### src/rtl/control_multi_fsm.sv
// Multicycle MIPS control FSM (FETCH/DECODE/EXEC/MEM/WB) with memory wait states, sticky HALT and illegal trap; CTRL_JUMP_EN enables J.
// Latency: R L+3, LW 2L+3, SW 2L+2, BEQ/J L+2 cycles (L = MEM_LAT); outputs are Moore, registered state only.
// Backpressure: none; memory latency is fixed by MEM_LAT, HALTED/ILLEGAL hold until reset.
module control_multi_fsm #(
    parameter int MEM_LAT = 1,
    parameter int CNT_W   = 4
) (
    input  logic       clk,
    input  logic       reset,
    input  logic [5:0] opcode,
    output logic       PCWrite,
    output logic       PCWriteCond,
    output logic       IorD,
    output logic       MemRead,
    output logic       MemWrite,
    output logic       MemtoReg,
    output logic       IRWrite,
    output logic       RegDst,
    output logic       RegWrite,
    output logic       ALUSrcA,
    output logic [1:0] ALUSrcB,
    output logic [1:0] ALUOp,
    output logic [1:0] PCSource,
    output logic       Halt,
    output logic       Illegal,
    output logic [3:0] state_o
);

    typedef enum logic [3:0] {
        ST_FETCH   = 4'd0,
        ST_DECODE  = 4'd1,
        ST_MEMADR  = 4'd2,
        ST_MEMRD   = 4'd3,
        ST_MEMWB   = 4'd4,
        ST_MEMWR   = 4'd5,
        ST_EXEC    = 4'd6,
        ST_RCOMP   = 4'd7,
        ST_BRANCH  = 4'd8,
`ifdef CTRL_JUMP_EN
        ST_JUMP    = 4'd9,
`endif
        ST_HALTED  = 4'd10,
        ST_ILLEGAL = 4'd11
    } state_t;

    state_t           state_q, state_d;
    logic [CNT_W-1:0] cnt_q, cnt_d;
    logic             last;

    // Final cycle of a held memory state; with MEM_LAT==1 every cycle is final.
    assign last = (cnt_q == CNT_W'(MEM_LAT - 1));

    always_ff @(posedge clk) begin
        if (reset) begin
            state_q <= ST_FETCH;
            cnt_q   <= '0;
        end else begin
            state_q <= state_d;
            cnt_q   <= cnt_d;
        end
    end

    always_comb begin
        state_d = state_q;
        cnt_d   = '0;
        case (state_q)
            ST_FETCH: begin
                if (last) state_d = ST_DECODE;
                else      cnt_d   = cnt_q + CNT_W'(1);
            end
            ST_DECODE: begin
                case (opcode)
                    6'd0:        state_d = ST_EXEC;
                    6'd35, 6'd43: state_d = ST_MEMADR;
                    6'd4:        state_d = ST_BRANCH;
`ifdef CTRL_JUMP_EN
                    6'd2:        state_d = ST_JUMP;
`endif
                    6'd63:       state_d = ST_HALTED;
                    default:     state_d = ST_ILLEGAL;
                endcase
            end
            ST_MEMADR: state_d = (opcode == 6'd35) ? ST_MEMRD : ST_MEMWR;
            ST_MEMRD: begin
                if (last) state_d = ST_MEMWB;
                else      cnt_d   = cnt_q + CNT_W'(1);
            end
            ST_MEMWB:  state_d = ST_FETCH;
            ST_MEMWR: begin
                if (last) state_d = ST_FETCH;
                else      cnt_d   = cnt_q + CNT_W'(1);
            end
            ST_EXEC:   state_d = ST_RCOMP;
            ST_RCOMP:  state_d = ST_FETCH;
            ST_BRANCH: state_d = ST_FETCH;
`ifdef CTRL_JUMP_EN
            ST_JUMP:   state_d = ST_FETCH;
`endif
            ST_HALTED:  state_d = ST_HALTED;
            ST_ILLEGAL: state_d = ST_ILLEGAL;
            default:    state_d = ST_FETCH;
        endcase
    end

    always_comb begin
        PCWrite     = 1'b0;
        PCWriteCond = 1'b0;
        IorD        = 1'b0;
        MemRead     = 1'b0;
        MemWrite    = 1'b0;
        MemtoReg    = 1'b0;
        IRWrite     = 1'b0;
        RegDst      = 1'b0;
        RegWrite    = 1'b0;
        ALUSrcA     = 1'b0;
        ALUSrcB     = 2'b00;
        ALUOp       = 2'b00;
        PCSource    = 2'b00;
        Halt        = 1'b0;
        Illegal     = 1'b0;
        case (state_q)
            ST_FETCH: begin
                MemRead = 1'b1;
                ALUSrcB = 2'b01;
                IRWrite = last;
                PCWrite = last;
            end
            ST_DECODE: ALUSrcB = 2'b11;
            ST_MEMADR: begin
                ALUSrcA = 1'b1;
                ALUSrcB = 2'b10;
            end
            ST_MEMRD: begin
                MemRead = 1'b1;
                IorD    = 1'b1;
            end
            ST_MEMWB: begin
                RegWrite = 1'b1;
                MemtoReg = 1'b1;
            end
            ST_MEMWR: begin
                MemWrite = 1'b1;
                IorD     = 1'b1;
            end
            ST_EXEC: begin
                ALUSrcA = 1'b1;
                ALUOp   = 2'b10;
            end
            ST_RCOMP: begin
                RegDst   = 1'b1;
                RegWrite = 1'b1;
            end
            ST_BRANCH: begin
                ALUSrcA     = 1'b1;
                ALUOp       = 2'b01;
                PCWriteCond = 1'b1;
                PCSource    = 2'b01;
            end
`ifdef CTRL_JUMP_EN
            ST_JUMP: begin
                PCWrite  = 1'b1;
                PCSource = 2'b10;
            end
`endif
            ST_HALTED:  Halt    = 1'b1;
            ST_ILLEGAL: Illegal = 1'b1;
            default: ;
        endcase
    end

    assign state_o = state_q;

endmodule

### config.mk
export PLATFORM = sky130hd
export DESIGN_NAME = control_multi_fsm
export DESIGN_NICKNAME = d
export VERILOG_FILES = /design/src/rtl/control_multi_fsm.sv
export SDC_FILE = /design/constraint.sdc
export NUM_CORES = 1
export LEC_CHECK = 0
export CAP_MARGIN = 20
export CELL_PAD_IN_SITES_DETAIL_PLACEMENT = 0
export CELL_PAD_IN_SITES_GLOBAL_PLACEMENT = 1
export CORE_MARGIN = 4
export CORE_UTILIZATION = 30
export DETAILED_ROUTE_END_ITERATION = 6
export GPL_TIMING_DRIVEN = 0
export MAX_ROUTING_LAYER = met4
export PLACE_DENSITY = 0.84
export SETUP_SLACK_MARGIN = 0.5
export SYNTH_ARGS = -nofsm -noshare
export SYNTH_HDL_FRONTEND = slang
export SYNTH_SLANG_ARGS = --single-unit
### constraint.sdc
create_clock -name clk -period 2.7 [get_ports clk]
set_input_delay 0.27 -clock clk [delete_from_list [all_inputs] [get_ports clk]]
set_output_delay 0.27 -clock clk [all_outputs]
set_load 0.01 [all_outputs]
# == Word level (Yosys, flattened, before mapping) ==
# Index checks and enable logic that the tools add are counted.
# word_totals
ff_bits,8
inputBits,8
output_inout_bits,22
elab_cells,52
# op_classes
add_sub_neg,1
n_eq_ne,17
muxes,20
bitwise,1
reduce_logical,11
# ops
cell,count
one-hot mux 4 bit (8 select lines),1
"== test 6 bit, second input constant",3
"== test 4 x 3 -> 1 bit, second input constant",4
one-hot mux 4 bit (4 select lines),1
"== test 4 bit, second input constant",3
two-way mux 1 bit,12
two-way mux 4 bit,3
OR reduction 3 bit,3
"== test 4 x 2 -> 1 bit, second input constant",2
logical NOT 4 bit,2
OR reduction 2 bit,4
"== test 6 x 3 -> 1 bit, second input constant",1
logical NOT 6 bit,1
"!= test 2 bit, second input constant",3
one-hot mux 2 bit (3 select lines),1
"adder 4 x 1 -> 4 bit, second input constant",1
"== test 4 x 1 -> 1 bit, second input constant",1
one-hot mux 2 bit (2 select lines),1
two-way mux 3 bit,1
AND reduction 3 bit,1
NOT 1 bit,1

# == Depth between registers and ports, before layout ==
# Gate-level depths: netlist of run 1.
# logic_depth
depth_word,4
mapped_depth,6
ltp_nobuf,6

# == Worst setup path before layout of run 1 ==
# Ideal clock, no wire load.
# synth_path
path_type,reg2out
start,register state_q[3] (netlist: state_o[3])
end,output RegWrite
arrival_ns,1.219
required_ns,2.430
path_slack_ns,1.211
stages_incl_launch_ff,5
path_buffers,2
cell_sequence,dfxtp_1 > buf_6 > clkbuf_1 > nor3_1 > or2_2
# synth_via
elab_chain_cells,3
# synth_rtl
item,line_no,text
start: declaration,46,"state_t state_q, state_d;"
start signal: assignment,58,state_q <= state_d;
== test 4 x 3 -> 1 bit,121,case (state_q)
OR reduction 2 bit (no source line) *,n/a,
two-way mux 1 bit *,121,
end: declaration,19,"output logic RegWrite,"
# Mark *: on every way between the ends. The rest lies on a longest branch, timed or not.

# == Final worst setup path of run 1 ==
# layout_path
start,register state_q[0] (netlist: state_o[0])
end,output PCSource[0]
# layout_via
elab_chain_cells,2
# layout_rtl
item,line_no,text
== test 4 bit,121,
two-way mux 1 bit,121,
end: declaration,23,"output logic [1:0] PCSource,"
# No other way between the ends.

==> run_results.csv, run 1 <==
group,metric,value,unit
run_status,status,"finished clean",
setup_path,end_kind,"primary output",
drt,wl,1910,µm
layout,finalNetCount,135,
setup_path,worst-path-buf-inv,3,
grt,antenna_found_initial,0,
synth,synth_fa_ha_area_share,3.64,%
placement,placed_area,1000,µm²
drt,dr.pass1.iters,5,
setup_path,slowest_stage,"dfxtp_1",
clock_tree,cts.sinks,8,
synth,synth-warning-count,0,
layout,final_common_cell,"clkdlybuf4s50_1",
setup_path,rrSetupSlack,1.12,ns
setup_path,crit_type,"register to primary output",
synth,ys_types,40,
clock_tree,htreeDepth,1,
synth,synth-xor-area-share,6.36,%
sta,slew_violations,0,
clock_tree,cts_inserted_buffers,3,
power_and_ir_drop,swShare,40.0,%
setup_path,r2r-end,"cnt_q[3]",
power_and_ir_drop,power_frac_clock,9.4,%
sta,hold_viol_final,0,
clock_tree,clockRootBuffer,"clkbuf_4",
drt,drt_iter0_markers,18,
layout,final_area,1060,µm²
setup_path,critPathLaunchType,"register",
synth,syn-mean-instance-area,7.56,µm²
synth,yosys.area_share.simple,38.4,%
layout,fillers,215,
synth,synth-seq-cells,8,
placement,dp_hpwl,1510,µm
drt,vias,793,
synth,synth_top_area_share,23.3,%
power_and_ir_drop,p_comb_share,72.8,%
sta,fin_crit,2.10,ns
grt,grt_max_degree,11,
setup_path,arrival,1.83,ns
clock_tree,clk_latency,0.25,ns
sta,skew,0.00239,ns
synth,seq_area_frac_synth,23.3,%
setup_path,crit_family,"buffers and inverters",
setup_path,required,2.43,ns
power_and_ir_drop,power.density,897,nW/µm²
grt,track_usage,12.8,%
power_and_ir_drop,peakVddDrop,0.000358,V
die,design.core.area,2190,µm²
flow_run,cap_violations,0,
layout,final_cell_mix,"clkdlybuf4s50_1, nor2_1, dfxtp_1",
synth,synth_compound_area_share,17.1,%
sta,setup_viol,0,
synth,synth_edf_count,0,
setup_path,worstSetupStartpoint,"state_o[0]",
placement,place_congestion,0.803,
worst_hold_path,hold_path.class,"register to register",
layout,layout-drive-gt1-share,14.6,%
synth,synth_top_family_by_area,"simple AND/OR/NAND/NOR gates",
grt,grt_pass1_vias,719,
die,die_w,55.9,µm
synth,synth.area.top_cells,"dfxtp_1, nor2_1, xnor2_1",
die,die-area,3120,µm²
grt,grt_pass1_wl,3210,µm
grt,overflow,0,
drt,drc,0,
sta,rsz0062_at_grt,"true",
clock_tree,clkTransAtPathRegs,0.05,ns
power_and_ir_drop,internal_power,569,µW
power_and_ir_drop,power.total,948,µW
drt,avgViaCountPerCell,5.25,
die,ios,30,
placement,dpl.cell_count,147,
layout,final_cells,151,
setup_path,crit_fanout,10,
layout,diodes,0,
die,die_h,55.9,µm
setup_path,r2r-start,"cnt_q[0]",
clock_tree,clock_path_buffers,2,
setup_path,cp-endpoint,"PCSource[0]",
power_and_ir_drop,power_frac_seq,17.8,%
placement,io_buffers,28,
die,start_util,31.4,%
sta,fmax,476,MHz
layout,syn_to_final_growth,53.6,%
synth,synth.mux.area_fraction,1.45,%
setup_path,cp_slowest_stage_delay,0.46,ns
power_and_ir_drop,p_leak,0.000429,µW
synth,synth_area,688,µm²
synth,yosysTopAreaCell,"dfxtp_1",
setup_path,crit_chain,"buf_2 -> nor2_4 -> and3_1 -> buf_4 -> clkdlybuf4s50_1",
die,num_rows,17,
clock_tree,cts_tree,"done",
drt,ant_nets,0,
setup_path,cp.depth,5,
synth,synth_fp_nets,101,
synth,synthFlopType,"dfxtp_1",
sta,finalSetupTns,0,ns
synth,synthArstFlopShare,0,%
power_and_ir_drop,p_switching,380,µW
synth,syn_inst,91,
drt,wl_per_cell,12.7,µm
setup_path,reg2regPathDepth,6,
sta,period_share,77.9,%
==> worst min path at each step <==
stage             start  endpoint  slack, ns  cells past startpoint
2_1_floorplan  cnt_q[0]  cnt_q[0]       0.43                      1
3_3_place_gp   cnt_q[0]  cnt_q[0]       0.45                      1
3_5_place_dp   cnt_q[0]  cnt_q[0]       0.46                      1
4_1_cts        cnt_q[0]  cnt_q[0]       0.47                      1
5_1_grt        cnt_q[0]  cnt_q[0]       0.49                      1
6_report       cnt_q[0]  cnt_q[0]       0.47                      1
==> per-layer routing <==
layer	global-route usage (%)	wire, µm	up-vias
met2	21.1	919	43
met4	4.07	28	0
met3	2.09	135	6
li1	-	-	390
met5	-	0	-
met1	16.0	827	354
==> logic make-up after synthesis <==
family                     Yosys count
AOI/OAI and AO/OA                   17
xor gates and xnor gates             5
adders and majority gates            2
buffers and inverters               11
DFF                                  8
muxes                                1
other                                1
and+or+nand+nor                     46
==> flip-flops by register name, indices dropped and copies added, names as in the netlist <==
| register | count |
|---|---|
| cnt_q | 4 |
| state_o | 4 |
==> final cells by class <==
cell class | instances | area [µm²] | share of cell area, %
sequential | 8 | 161 | 15.3
tap | 28 | 35.0 | 3.31
clock buffer | 3 | 22.5 | 2.13
buffer | 8 | 58.8 | 5.56
multi-input combinational | 72 | 480 | 45.4
timing repair buffer | 29 | 288 | 27.2
inverter | 3 | 11.3 | 1.07
==> timing repair <==
action / CTS / global route
hold endpoints to repair: 0 / 0
gates cloned: 0 / 0
resized for setup: 2 / 6
buffers inserted: 0 / 1
setup endpoints to repair: 3 / 10
hold buffers: 0 / 0
==> power groups by stage <==
stage | Combinational [µW] | Sequential (µW) | Clock [µW]
6_report | 690 | 169 | 88.9
5_1_grt | 745 | 174 | 97.1
4_1_cts | 677 | 168 | 92.1
3_5_place_dp | 675 | 170 | 0
3_3_place_gp | 670 | 171 | 0
2_1_floorplan | 374 | 172 | 0
==> metrics by stage <==
step | utilization, % | worst slack (ns) | hold WS [ns]
3_5_place_dp | 45.8 | 0.743 | 0.455
4_1_cts | 47.2 | 0.509 | 0.474
2_1_floorplan | - | 1.21 | 0.430
5_1_grt | 48.3 | 0.483 | 0.492
6_report | 48.3 | 0.597 | 0.467
3_3_place_gp | 45.8 | 0.742 | 0.446
==> cells in the mapped netlist, types with 3 or more instances <==
cell      number
buf_4          3
nand3_1        3
and3_1         3
nor2_1        11
buf_2          3
nand2_1        3
inv_1          3
xnor2_1        4
and2_1         3
dfxtp_1        8
a21oi_1        4
nor3_1         6
nand2b_1       3
nor2b_1        3
Power figures use the tool's default switching activity.
==> inputs of run 2 (changes only) <==
Settings changed: CORE_UTILIZATION 30 to 25, PLACE_DENSITY 0.84 to 0.75.
Clock period 2.7 ns to 1.85 ns, I/O delays scaled along.
==> run_results.csv, run 2 (synthesis results as in run 1) <==
group,metric,value,unit
run_status,status,"finished clean",
sta,hold_viol_final,0,
placement,io_buffers,28,
drt,drc,0,
sta,slew_violations,0,
clock_tree,cts_inserted_buffers,3,
die,design.core.area,2540,µm²
power_and_ir_drop,peakVddDrop,0.000892,V
sta,fin_crit,1.52,ns
clock_tree,cts.sinks,8,
worst_hold_path,holdPathStages,2,
setup_path,end_kind,"primary output",
setup_path,arrival,1.33,ns
die,num_rows,18,
sta,rsz0062_at_grt,"true",
grt,overflow,0,
grt,grt_pass1_vias,901,
grt,antenna_found_initial,0,
setup_path,required,1.66,ns
layout,finalNetCount,160,
sta,fmax,660,MHz
setup_path,r2r-end,"state_o[1]",
power_and_ir_drop,p_leak,0.000685,µW
drt,wl_per_cell,14.6,µm
layout,fin_util,59.3,%
clock_tree,postCtsHoldBufs,0,
layout,fillers,213,
layout,layout-drive-gt1-share,64.2,%
setup_path,critPathLaunchType,"register",
drt,avgViaCountPerCell,4.98,
clock_tree,cts_tree,"done",
clock_tree,clkTransAtPathRegs,0.05,ns
layout,diodes,0,
power_and_ir_drop,p_comb_share,79.8,%
setup_path,reg2regPathDepth,6,
drt,ant_nets,0,
grt,grt_pass1_wl,4190,µm
sta,setup_viol,0,
setup_path,cp-endpoint,"PCWrite",
grt,grt_max_degree,11,
drt,dr.pass1.iters,5,
layout,seq_area,175,µm²
sta,period_share,82.0,%
clock_tree,clockRootBuffer,"clkbuf_4",
drt,drt_iter0_markers,18,
placement,place_congestion,0.847,
layout,final_cells,178,
drt,wl,2590,µm
power_and_ir_drop,power_frac_clock,6.5,%
die,ios,30,
die,die_w,60.5,µm
layout,multi_input_area,663,µm²
power_and_ir_drop,power.density,1320,nW/µm²
placement,dp_hpwl,1520,µm
setup_path,crit_fanout,2,
clock_tree,clock_path_buffers,2,
power_and_ir_drop,internal_power,1210,µW
clock_tree,clk_latency,0.25,ns
worst_hold_path,hold_path.class,"register to register",
grt,track_usage,15.5,%
flow_run,cap_violations,0,
power_and_ir_drop,power_frac_seq,13.7,%
power_and_ir_drop,swShare,39.3,%
placement,dpl.cell_count,149,
setup_path,crit_type,"register to primary output",
sta,whs,0.582,ns
die,die_h,60.5,µm
setup_path,rrSetupSlack,0.35,ns
clock_tree,htreeDepth,1,
drt,vias,887,
layout,syn_to_final_growth,119,%
layout,final_cell_mix,"buf_4, buf_6, buf_2",
power_and_ir_drop,p_switching,785,µW
die,start_util,27.0,%
setup_path,r2r-start,"state_o[3]",
sta,skew,0.00594,ns
layout,final_common_cell,"buf_4",
die,die-area,3660,µm²
setup_path,worstSetupStartpoint,"cnt_q[1]",
-- run 2: what timing repair did --
item,4_1_cts,5_1_grt
buffers inserted,15,8
pin swaps,12,6
endpoints found under the setup margin,28,26
gates cloned,2,1
resized for setup,125,29
-- run 2: final cells by class --
cell class / instances / area share (%)
Timing Repair Buffer: 54 / 31.7
Tap cell: 30 / 2.49
Clock buffer: 3 / 1.49
Inverter: 3 / 0.746
Buffer: 8 / 8.04
Sequential cell: 8 / 11.6
Multi-Input combinational cell: 72 / 43.9
-- run 2: worst max-delay path, stage by stage (launching register included) --
cell	delay [ns]
dfxtp_2	0.32
inv_2	0.06
ha_4	0.12
nor3b_4	0.19
and3_4	0.21
buf_6	0.09
buf_6	0.08
-- run 2: power groups by stage --
stage / Sequential, µW / Clock [µW] / Combinational (µW)
floorplan: 251 / 0 / 548
global placement: 249 / 0 / 994
detailed placement: 248 / 0 / 994
CTS: 264 / 134 / 1310
global route: 280 / 150 / 1700
finish: 273 / 129 / 1590
-- run 2: worst min path at each step --
stage,start,end,slack (ns)
finish,cnt_q[2],cnt_q[2],0.58
global route,cnt_q[2],cnt_q[2],0.61
CTS,cnt_q[0],cnt_q[0],0.52
detailed placement,cnt_q[0],cnt_q[0],0.42
global placement,cnt_q[0],cnt_q[0],0.41
floorplan,reset,cnt_q[0],0.36
-- run 2: layer usage --
layer,up-vias,track usage [%],routed length [µm]
met5,-,-,0
met2,25,27.2,1400
met4,0,1.86,0
met3,0,3.83,154
met1,425,18.6,1040
li1,437,-,-
-- run 2: metrics by stage --
step           power, µW  setup TNS, ns  instance area, µm²  setup WS [ns]
2_1_floorplan        799              0                 691          0.500
3_3_place_gp        1240      -0.000219                1010      -0.000219
3_5_place_dp        1240        -0.0442                1010        -0.0273
4_1_cts             1710              0                1310          0.345
5_1_grt             2130              0                1510          0.259
6_report            2000              0                1510          0.334
==> inputs of run 3 (changes only) <==
Clock period 1.85 ns to 1.25 ns, I/O delays scaled along.
==> run_results.csv, run 3 (synthesis results as in run 1) <==
group,metric,value,unit
setup_path,crit_type,"register to register",
grt,grt_pass1_wl,3930,µm
clock_tree,cts_tree,"done",
sta,skew,0.000440,ns
setup_path,rrSetupSlack,-0.25,ns
layout,seq_area,175,µm²
die,start_util,27.0,%
layout,final_cell_mix,"buf_6, buf_4, buf_2",
setup_path,crit_fanout,7,
sta,period_share,120,%
run_status,status,"finished, violations left",
worst_hold_path,hold_path.class,"register to register",
drt,wl,2770,µm
layout,syn_to_final_growth,129,%
placement,place_congestion,0.849,
grt,grt_pass1_vias,858,
clock_tree,htreeDepth,1,
sta,whs,0.518,ns
layout,diodes,0,
die,die_w,60.5,µm
clock_tree,cts_inserted_buffers,3,
power_and_ir_drop,power.density,2030,nW/µm²
setup_path,arrival,1.68,ns
clock_tree,clockRootBuffer,"clkbuf_4",
grt,antenna_found_initial,0,
layout,finalNetCount,161,
placement,io_buffers,28,
drt,vias,907,
drt,highest_layer,"met4",
sta,fmax,668,MHz
flow_run,cap_violations,0,
sta,rsz0062_at_grt,"true",
layout,final_cells,179,
clock_tree,clkTransAtPathRegs,0.05,ns
sta,hold_viol_final,0,
placement,dp_hpwl,1600,µm
setup_path,critPathLaunchType,"register",
grt,overflow,0,
drt,wl_met3,93,µm
drt,wl_per_cell,15.5,µm
setup_path,reg2regPathDepth,6,
layout,final_common_cell,"buf_6",
setup_path,required,1.44,ns
drt,drc,0,
drt,met2_length,1460,µm
drt,dr.pass1.iters,4,
die,ios,30,
grt,track_usage,14.3,%
die,num_rows,18,
placement,dpl.cell_count,149,
worst_hold_path,holdPathStages,2,
worst_hold_path,holdCritStartpoint,"cnt_q[0]",
power_and_ir_drop,p_leak,0.000679,µW
clock_tree,clock_path_buffers,2,
sta,setup_viol,24,
clock_tree,cts.sinks,8,
grt,grt_max_degree,11,
sta,fin_crit,1.50,ns
drt,avgViaCountPerCell,5.07,
setup_path,r2r-start,"state_o[3]",
placement,placed_area,1110,µm²
drt,drt_iter0_markers,21,
sta,slew_violations,0,
power_and_ir_drop,peakVddDrop,0.00152,V
layout,multi_input_area,698,µm²
worst_hold_path,whs_endpoint,"cnt_q[0]",
sta,setup_ws,-0.246,ns
layout,fillers,206,
setup_path,end_kind,"register",
setup_path,r2r-end,"state_o[1]",
drt,ant_nets,0,
run_status,violations,"setup timing",
layout,final_area,1580,µm²
layout,layout-drive-gt1-share,69.8,%
die,die-area,3660,µm²
die,die_h,60.5,µm
die,design.core.area,2540,µm²
clock_tree,clk_latency,0.24,ns
drt,wl_met1,1200,µm
run 3: changes by cell type in the layout (fill, tap and decap cells not counted), moves of 2 or more:
cell           delta
dlygate4sd2_1     -3
buf_8             +2
buf_6            +11
nand2_2           -2
buf_4             -5
run 3: cell type report:
cell class	instances	area share [%]
plain buffers	8	7.38
clock buffers	3	1.43
inverters	3	0.714
multi-input cells	72	44.3
flip-flops and latches	8	11.1
well taps	30	2.38
repair buffers	55	32.7
run 3: metrics by stage:
step | util [%] | setup slack, ns | power, µW | TNS [ns]
global route | 61.9 | -0.321 | 3390 | -4.76
global placement | 43.7 | -0.519 | 2070 | -7.45
detailed placement | 43.7 | -0.522 | 2050 | -7.38
CTS | 53.4 | -0.219 | 2720 | -2.76
floorplan | - | -0.0728 | 1410 | -0.272
finish | 61.9 | -0.246 | 3210 | -3.24
run 3: report_power, final:
group	switching (µW)	internal (µW)
Combinational	1110	1500
Clock	80.9	109
Sequential	85.2	320
run 3: layer usage:
layer	track usage [%]	vias up
met5	-	-
met3	1.28	4
met2	23.8	29
li1	-	443
met1	19.1	431
met4	2.79	0
run 3: critical path: stages, from the launching register on:
cell and delay [ns]:
dfxtp_2 0.32, buf_6 0.13, buf_6 0.11, or4b_4 0.49, a31oi_4 0.16, a211o_1 0.12
a21o_1 0.11
run 3: worst max-delay path by stage:
stage	from	end	slack, ns	cells past startpoint
finish	state_o[3]	state_o[1]	-0.25	6
global route	state_o[2]	cnt_q[3]	-0.32	5
CTS	cnt_q[1]	cnt_q[0]	-0.22	6
detailed placement	cnt_q[1]	PCWrite	-0.52	6
global placement	cnt_q[0]	PCWrite	-0.52	6
floorplan	state_o[3]	state_o[1]	-0.07	5
run 3: repair_timing:
action,4_1_cts,5_1_grt
gates resized for setup,128,27
setup endpoints to repair,29,29
pin swaps,8,12
gates cloned,0,1
hold buffers,0,0
buffers inserted,17,9
endpoints found under the hold margin,0,0
